**src/rtl/pipe_stage_reg.sv**
```systemverilog
// pipe_stage_reg
//   Reusable pipeline-stage register (ID/EXE, EXE/MEM, MEM/WB boundaries).
//   Moves an opaque payload plus a control vector under a valid/ready
//   handshake. SKID=1 adds a second entry so in_ready comes from a flop and
//   the stage still sustains one beat per cycle under back-pressure.
//   SKID=0 is a single entry with a combinational in_ready.
//   flush turns every held entry, and any beat offered that cycle, into a
//   bubble. A bubble never drives a KILL_MASK (side-effect) control bit.
//
// Ports
//   clk        rising-edge clock
//   clrn       asynchronous active-low reset
//   flush      drop held entries and the beat offered this cycle
//   in_valid   upstream beat valid
//   in_ready   stage can accept a beat
//   in_data    upstream payload         [DATA_W]
//   in_ctrl    upstream control vector  [CTRL_W]
//   out_valid  downstream beat valid
//   out_ready  downstream accepts beat
//   out_data   main-entry payload       [DATA_W]
//   out_ctrl   main-entry control, side-effect bits gated by valid [CTRL_W]
//   stall_cnt  saturating count of cycles with out_valid && !out_ready [CNT_W]
module pipe_stage_reg #(
    parameter int unsigned       DATA_W    = 96,
    parameter int unsigned       CTRL_W    = 16,
    parameter logic [CTRL_W-1:0] KILL_MASK = '0,
    parameter int                SKID      = 1,
    parameter int unsigned       CNT_W     = 16
) (
    input  logic              clk,
    input  logic              clrn,
    input  logic              flush,
    input  logic              in_valid,
    output logic              in_ready,
    input  logic [DATA_W-1:0] in_data,
    input  logic [CTRL_W-1:0] in_ctrl,
    output logic              out_valid,
    input  logic              out_ready,
    output logic [DATA_W-1:0] out_data,
    output logic [CTRL_W-1:0] out_ctrl,
    output logic [CNT_W-1:0]  stall_cnt
);

    // Main entry (drives the outputs) and skid entry (only used when SKID=1).
    logic              m_valid_q, m_valid_d;
    logic [DATA_W-1:0] m_data_q,  m_data_d;
    logic [CTRL_W-1:0] m_ctrl_q,  m_ctrl_d;
    logic              s_valid_q, s_valid_d;
    logic [DATA_W-1:0] s_data_q,  s_data_d;
    logic [CTRL_W-1:0] s_ctrl_q,  s_ctrl_d;
    logic [CNT_W-1:0]  cnt_q,     cnt_d;

    logic accept;
    logic issue;

    // With a skid entry the stage refuses only when both entries are full,
    // which is exactly when the skid entry holds a beat.
    assign in_ready = (SKID != 0) ? !s_valid_q : (!m_valid_q || out_ready);
    assign accept   = in_valid && in_ready;
    assign issue    = m_valid_q && out_ready;

    always_comb begin
        m_valid_d = m_valid_q;
        m_data_d  = m_data_q;
        m_ctrl_d  = m_ctrl_q;
        s_valid_d = s_valid_q;
        s_data_d  = s_data_q;
        s_ctrl_d  = s_ctrl_q;

        if (flush) begin
            // Payload is held; only the valids drop. The offered beat is
            // consumed and discarded.
            m_valid_d = 1'b0;
            s_valid_d = 1'b0;
        end else if (!m_valid_q || issue) begin
            if (s_valid_q) begin
                // Older skid beat advances first to keep FIFO order.
                m_valid_d = 1'b1;
                m_data_d  = s_data_q;
                m_ctrl_d  = s_ctrl_q;
                s_valid_d = accept;
                if (accept) begin
                    s_data_d = in_data;
                    s_ctrl_d = in_ctrl;
                end
            end else begin
                m_valid_d = accept;
                if (accept) begin
                    m_data_d = in_data;
                    m_ctrl_d = in_ctrl;
                end
            end
        end else if ((SKID != 0) && accept) begin
            // Main entry is stalled; the beat accepted on the registered
            // in_ready lands in the skid entry.
            s_valid_d = 1'b1;
            s_data_d  = in_data;
            s_ctrl_d  = in_ctrl;
        end
    end

    always_comb begin
        cnt_d = cnt_q;
        if (m_valid_q && !out_ready && (cnt_q != {CNT_W{1'b1}}))
            cnt_d = cnt_q + CNT_W'(1);
    end

    always_ff @(posedge clk or negedge clrn) begin
        if (!clrn) begin
            m_valid_q <= 1'b0;
            m_data_q  <= '0;
            m_ctrl_q  <= '0;
            s_valid_q <= 1'b0;
            s_data_q  <= '0;
            s_ctrl_q  <= '0;
            cnt_q     <= '0;
        end else begin
            m_valid_q <= m_valid_d;
            m_data_q  <= m_data_d;
            m_ctrl_q  <= m_ctrl_d;
            s_valid_q <= s_valid_d;
            s_data_q  <= s_data_d;
            s_ctrl_q  <= s_ctrl_d;
            cnt_q     <= cnt_d;
        end
    end

    assign out_valid = m_valid_q;
    assign out_data  = m_data_q;
    // A bubble keeps its stale control bits but never its side effects.
    assign out_ctrl  = m_valid_q ? m_ctrl_q : (m_ctrl_q & ~KILL_MASK);
    assign stall_cnt = cnt_q;

endmodule
```
**config.mk**
```make
export PLATFORM = sky130hd
export DESIGN_NAME = pipe_stage_reg
export DESIGN_NICKNAME = d
export VERILOG_FILES = /design/src/rtl/pipe_stage_reg.sv
export SDC_FILE = /design/constraint.sdc
export NUM_CORES = 1
export LEC_CHECK = 0
export ABC_AREA = 1
export CAP_MARGIN = 20
export CORE_AREA = 10 10 158 160
export DETAILED_ROUTE_END_ITERATION = 12
export DIE_AREA = 0 0 168 170
export PLACE_DENSITY = 0.79
export SLEW_MARGIN = 20
export SYNTH_ARGS = -nofsm -noshare
export SYNTH_HDL_FRONTEND = slang
export SYNTH_SLANG_ARGS = --single-unit
```
**constraint.sdc**
```tcl
create_clock -name clk -period 1.8 [get_ports clk]
set_input_delay 0.36 -clock clk [delete_from_list [all_inputs] [get_ports clk]]
set_output_delay 0.36 -clock clk [all_outputs]
set_load 0.01 [all_outputs]
```
### Word-level counts from Yosys, hierarchy flattened

Cells that the tools add are included.

| operators by class | value |
|---|---|
| magnitude comparators | 0 |
| bitwise operators | 1 |
| add/subtract/negate cells | 1 |
| reduce and logical (&&, ||, !) cells | 13 |
| shift operators | 0 |
| equal/unequal tests | 2 |
| muxes and demuxes | 17 |
| multiply operators | 0 |
| divide/modulo/power cells | 0 |

Operators by type and width:

| operator | number |
|---|---|
| $mux W96 | 5 |
| $mux W16 | 5 |
| $add A16 B1 Y16 const B | 1 |
| $ne A16 B16 Y1 const B | 1 |
| $mux W1 | 7 |
| $logic_and A1 B1 Y1 | 4 |
| $reduce_bool A2 Y1 | 2 |
| $logic_not A1 Y1 | 3 |
| $reduce_and A3 Y1 | 1 |
| $reduce_bool A3 Y1 | 1 |
| $ne A2 B2 Y1 const B | 1 |
| $reduce_and A2 Y1 | 1 |
| $logic_or A1 B1 Y1 | 1 |
| $not A1 Y1 | 1 |

| storage, ports and cells | value |
|---|---|
| register bits after elaboration | 242 |
| memories | 0 |
| latch bits | 0 |
| memory bits (read-only) | 0 |
| bits in writable memories | 0 |

### Depth between registers and ports, before layout

| depth | value |
|---|---|
| depth in word-level cells | 5 |
| gate-level depth with buffers | 9 |
| depth with buffers taken out | 8 |

### Worst setup path after synthesis

OpenSTA, ideal clock, no wires.

| timing path | value |
|---|---|
| path type | flip-flop to flip-flop |
| start | reg cnt_q[0], in the netlist stall_cnt[0] |
| end | reg cnt_q[13], in the netlist stall_cnt[13] |
| arrival time | 1.378 ns |
| setup time | 0.065 ns |
| period minus slack after synthesis | 1.443 ns |
| setup slack | 0.357 ns |
| stages on the path, launching flop included | 7 |
| path through | dfrtp_1 > ha_1 > nand3_2 > nor2_2 > nor2_1 > nand2_1 > nand2_1 |

| between the ends | value |
|---|---|
| longest elaborated chain between the ends | 2 |

RTL lines:

| element | RTL line | text |
|---|---|---|
| start: declaration | 51 | `logic [CNT_W-1:0] cnt_q, cnt_d;` |
| start signal: assignment | 124 | `cnt_q <= cnt_d;` |
| branches (longest 2 deep; another with $add A16 B1 Y16) | - |  |

Several ways; the timed one is not identified.
A chain may end at the register's enable or synchronous reset.

### Final worst setup path

| timing path | value |
|---|---|
| start | reg m_data_q[54], in the netlist out_data[54] |
| end | out out_data[54] |

RTL lines:

| element | RTL line | text |
|---|---|---|
| start: declaration | 46 | `logic [DATA_W-1:0] m_data_q, m_data_d;` |
| start signal: assignment | 119 | `m_data_q <= m_data_d;` |
| end: declaration | 39 | `output logic [DATA_W-1:0] out_data,` |

No word-level cell between the ends.

==> flow_metrics.env <==
export IMPL_wirelength_um=27800
export IMPL_diodes=0
export IMPL_grtUsageTotal_pct=19.1
export IMPL_cts_buffer_depth=3
export IMPL_die_width_um=168
export IMPL_critical_path_class="register to primary output"
export IMPL_numCtsBuffers=26
export IMPL_clk_pin_slew_worst_paths_ns=0.06
export IMPL_ant_nets=0
export IMPL_worstMarginPinSlew_ns=0.627
export IMPL_r2r_end="out_data[80]$_DFFE_PN0P_"
export IMPL_fin_ws_ns=0.0394
export IMPL_wire_per_inst_um=15.8
export IMPL_status="finished clean"
export IMPL_grt_pass1_wl_um=45900
export IMPL_wl_met1_um=11500
export IMPL_synth_seq_cells=242
export IMPL_fin_crit_ns=1.76
export IMPL_reg2reg_depth=5
export IMPL_clock_latency_ns=0.53
export IMPL_grt_start_max_net_pins=119
export IMPL_path_max_fanout=2
export IMPL_antenna_found_initial=0
export IMPL_area_growth_syn_to_layout_pct=33.3
export IMPL_postSynthCellCount=1232
export IMPL_critPathBufInv=1
export IMPL_synth_seq_area_share_pct=56.5
export IMPL_h_tree_depth=1
export IMPL_crit_slowest_cell="clkdlybuf4s50_1"
export IMPL_cp_depth=1
export IMPL_endpoint="out_data[54]"
export IMPL_netlist_area_mm2=0.0107
export IMPL_cts_tree="built"
export IMPL_avgSynthCellArea_um2=8.69
export IMPL_max_freq_mhz=568
export IMPL_dr_wl_met2_um=13300
export IMPL_p_per_area_mw_per_mm2=1090
export IMPL_gp_congestion=0.814
export IMPL_finalHoldViolations=0
export IMPL_peakVddDrop_mv=0.661
export IMPL_place_ws_ns=-0.116
export IMPL_grt_remaining_overflow=0
export IMPL_dp_hpwl_um=19500
export IMPL_rsz0062_at_grt="false"
export IMPL_start_util_pct=49.4
export IMPL_startpoint_type="register"
export IMPL_setup_viol=0
export IMPL_top_layer="met4"
export IMPL_cpPeakStageDelay_ns=0.54
export IMPL_first_global_vias=8973
export IMPL_cp_top_family="buffers and inverters"
export IMPL_drive_gt1_share_pct=9.08
export IMPL_clock_sinks=242
export IMPL_hp_class="input port to asynchronous set/reset pin"
export IMPL_crit_chain="clkdlybuf4s50_1"
export IMPL_die_h_um=170
export IMPL_num_vias=8951
export IMPL_reg2reg_slack_ns=0.17
export IMPL_max_cap_viol_count=0
export IMPL_cp_startpoint="out_data[54]$_DFFE_PN0P_"
export IMPL_synth_nets=1350
export IMPL_yosysWarnings=0
export IMPL_avgViaCountPerCell=5.07
export IMPL_core_area_mm2=0.0217
export IMPL_utilization_pct=65.9
export IMPL_post_route_period_util_pct=97.8
export IMPL_slew_viol_final=0
export IMPL_dr_pass1_iters=5
export IMPL_cp_arrival_ns=1.40
export IMPL_end_kind="primary output"
export IMPL_portBuffers=246
export IMPL_num_rows=54
export IMPL_fp_dieArea_mm2=0.0286
export IMPL_slew_limit_headroom_pct=58.2
export IMPL_ctsRootBufferMaster="clkbuf_16"
export IMPL_met3WireLength_um=2280
export IMPL_cp_required_ns=1.44
export IMPL_initialDrtViolationCount=738
export IMPL_p_leak_nw=7.55
export IMPL_fin_worst_skew_ns=0.0174
export IMPL_io_pins=247
export IMPL_synth_distinct_cells=26
export IMPL_nets=1584
export IMPL_post_route_drc_count=0
export IMPL_rr_startpoint="s_valid_q$_DFFE_PN0P_"
==> cell type report <==
cell class,instances,area [um^2]
tap,280,350
inverter,128,493
timing repair buffer,279,2800
clock inverter,5,82.6
fill,1799,7400
sequential,242,6060
multi-input combinational,789,3700
clock buffer,43,796
==> cell usage in the layout (no fill, tap or decap), drive strengths merged, types with 2 or more instances in the layout <==
| cell type | instances |
|---|---|
| nand2 | 402 |
| o21ai | 342 |
| dfrtp | 242 |
| inv | 128 |
| clkdlybuf4s50 | 117 |
| dlygate4sd2 | 104 |
| clkbuf | 43 |
| buf | 33 |
| dlymetal6s2s | 23 |
| nor2 | 20 |
| nand3 | 10 |
| nand4 | 6 |
| xnor2 | 5 |
| clkinv | 3 |
| bufinv | 2 |
==> sequential cells by signal, summed over array words and instances, names as in the netlist <==
signal	flops
s_ctrl_q	16
out_valid	1
out_data	96
out_ctrl	16
s_valid_q	1
stall_cnt	16
s_data_q	96
==> synth_stat cells, drive strengths merged <==
library cell | n | share of area, %
nand2 | 402 | 14
clkbuf | 26 | 0.96
nor3 | 1 | 0.047
inv | 128 | 4.5
nand3 | 10 | 0.63
nand3b | 1 | 0.070
o21ai | 342 | 18
xnor2 | 5 | 0.41
buf | 47 | 3.4
dfrtp | 242 | 57
o21bai | 1 | 0.070
nor2 | 20 | 1.1
ha | 1 | 0.12
nand4 | 6 | 0.35
==> worst min-delay path by stage <==
stage	startpoint	to	cells after the start	slack, ns
after floorplan	clrn	out_ctrl[0]$_DFFE_PN0P_	0	0.06
after global placement	clrn	s_data_q[76]$_DFFE_PN0P_	1	0.36
after detailed placement	clrn	s_data_q[76]$_DFFE_PN0P_	1	0.36
after CTS	clrn	out_data[78]$_DFFE_PN0P_	2	0.39
after global routing	clrn	s_data_q[77]$_DFFE_PN0P_	2	0.41
final	clrn	s_data_q[76]$_DFFE_PN0P_	2	0.38
==> routing by layer <==
layer,GRT usage [%],vias up
li1,-,4399
met1,24.0,4213
met2,31.4,295
met3,5.64,44
met4,5.19,0
met5,0,-
==> timing repair <==
action | CTS | global route
gates cloned | 0 | 0
hold buffers | 1 | 0
resized for setup | 112 | 23
endpoints found under the setup margin | 105 | 23
setup buffers | 2 | 0
endpoints found under the hold margin | 54 | 0
==> per-stage QoR <==
stage | hold WS, ns | total power, mW | setup TNS [ns] | area [um^2] | cells
floorplan | 0.0644 | 8.63 | 0 | 10700 | 1232
global placement | 0.358 | 10.4 | -2.13 | 13400 | 1715
detailed placement | 0.360 | 10.5 | -6.66 | 13400 | 1715
CTS | 0.389 | 15.7 | 0 | 14200 | 1766
global route | 0.405 | 16.4 | 0 | 14300 | 1766
finish | 0.377 | 15.5 | 0 | 14300 | 1766
==> report_power, final <==
part | switching, mW | total (mW) | internal, mW
clock | 2.12 | 5.41 | 3.29
sequential | 0.620 | 7.14 | 6.52
combinational | 1.56 | 2.98 | 1.42
==> cell families after synthesis <==
family                   count (synthesis)  share of synthesized area (%)
adder cells (fa/ha/maj)                  1                          0.117
AO/OA/AOI/OAI                          343                           17.7
AND/OR/NAND/NOR                        440                           16.4
buffers and inverters                  201                           8.89
flip-flops                             242                           56.5
XOR/XNOR                                 5                          0.409
No activity file was read; power rests on OpenSTA's default activity.
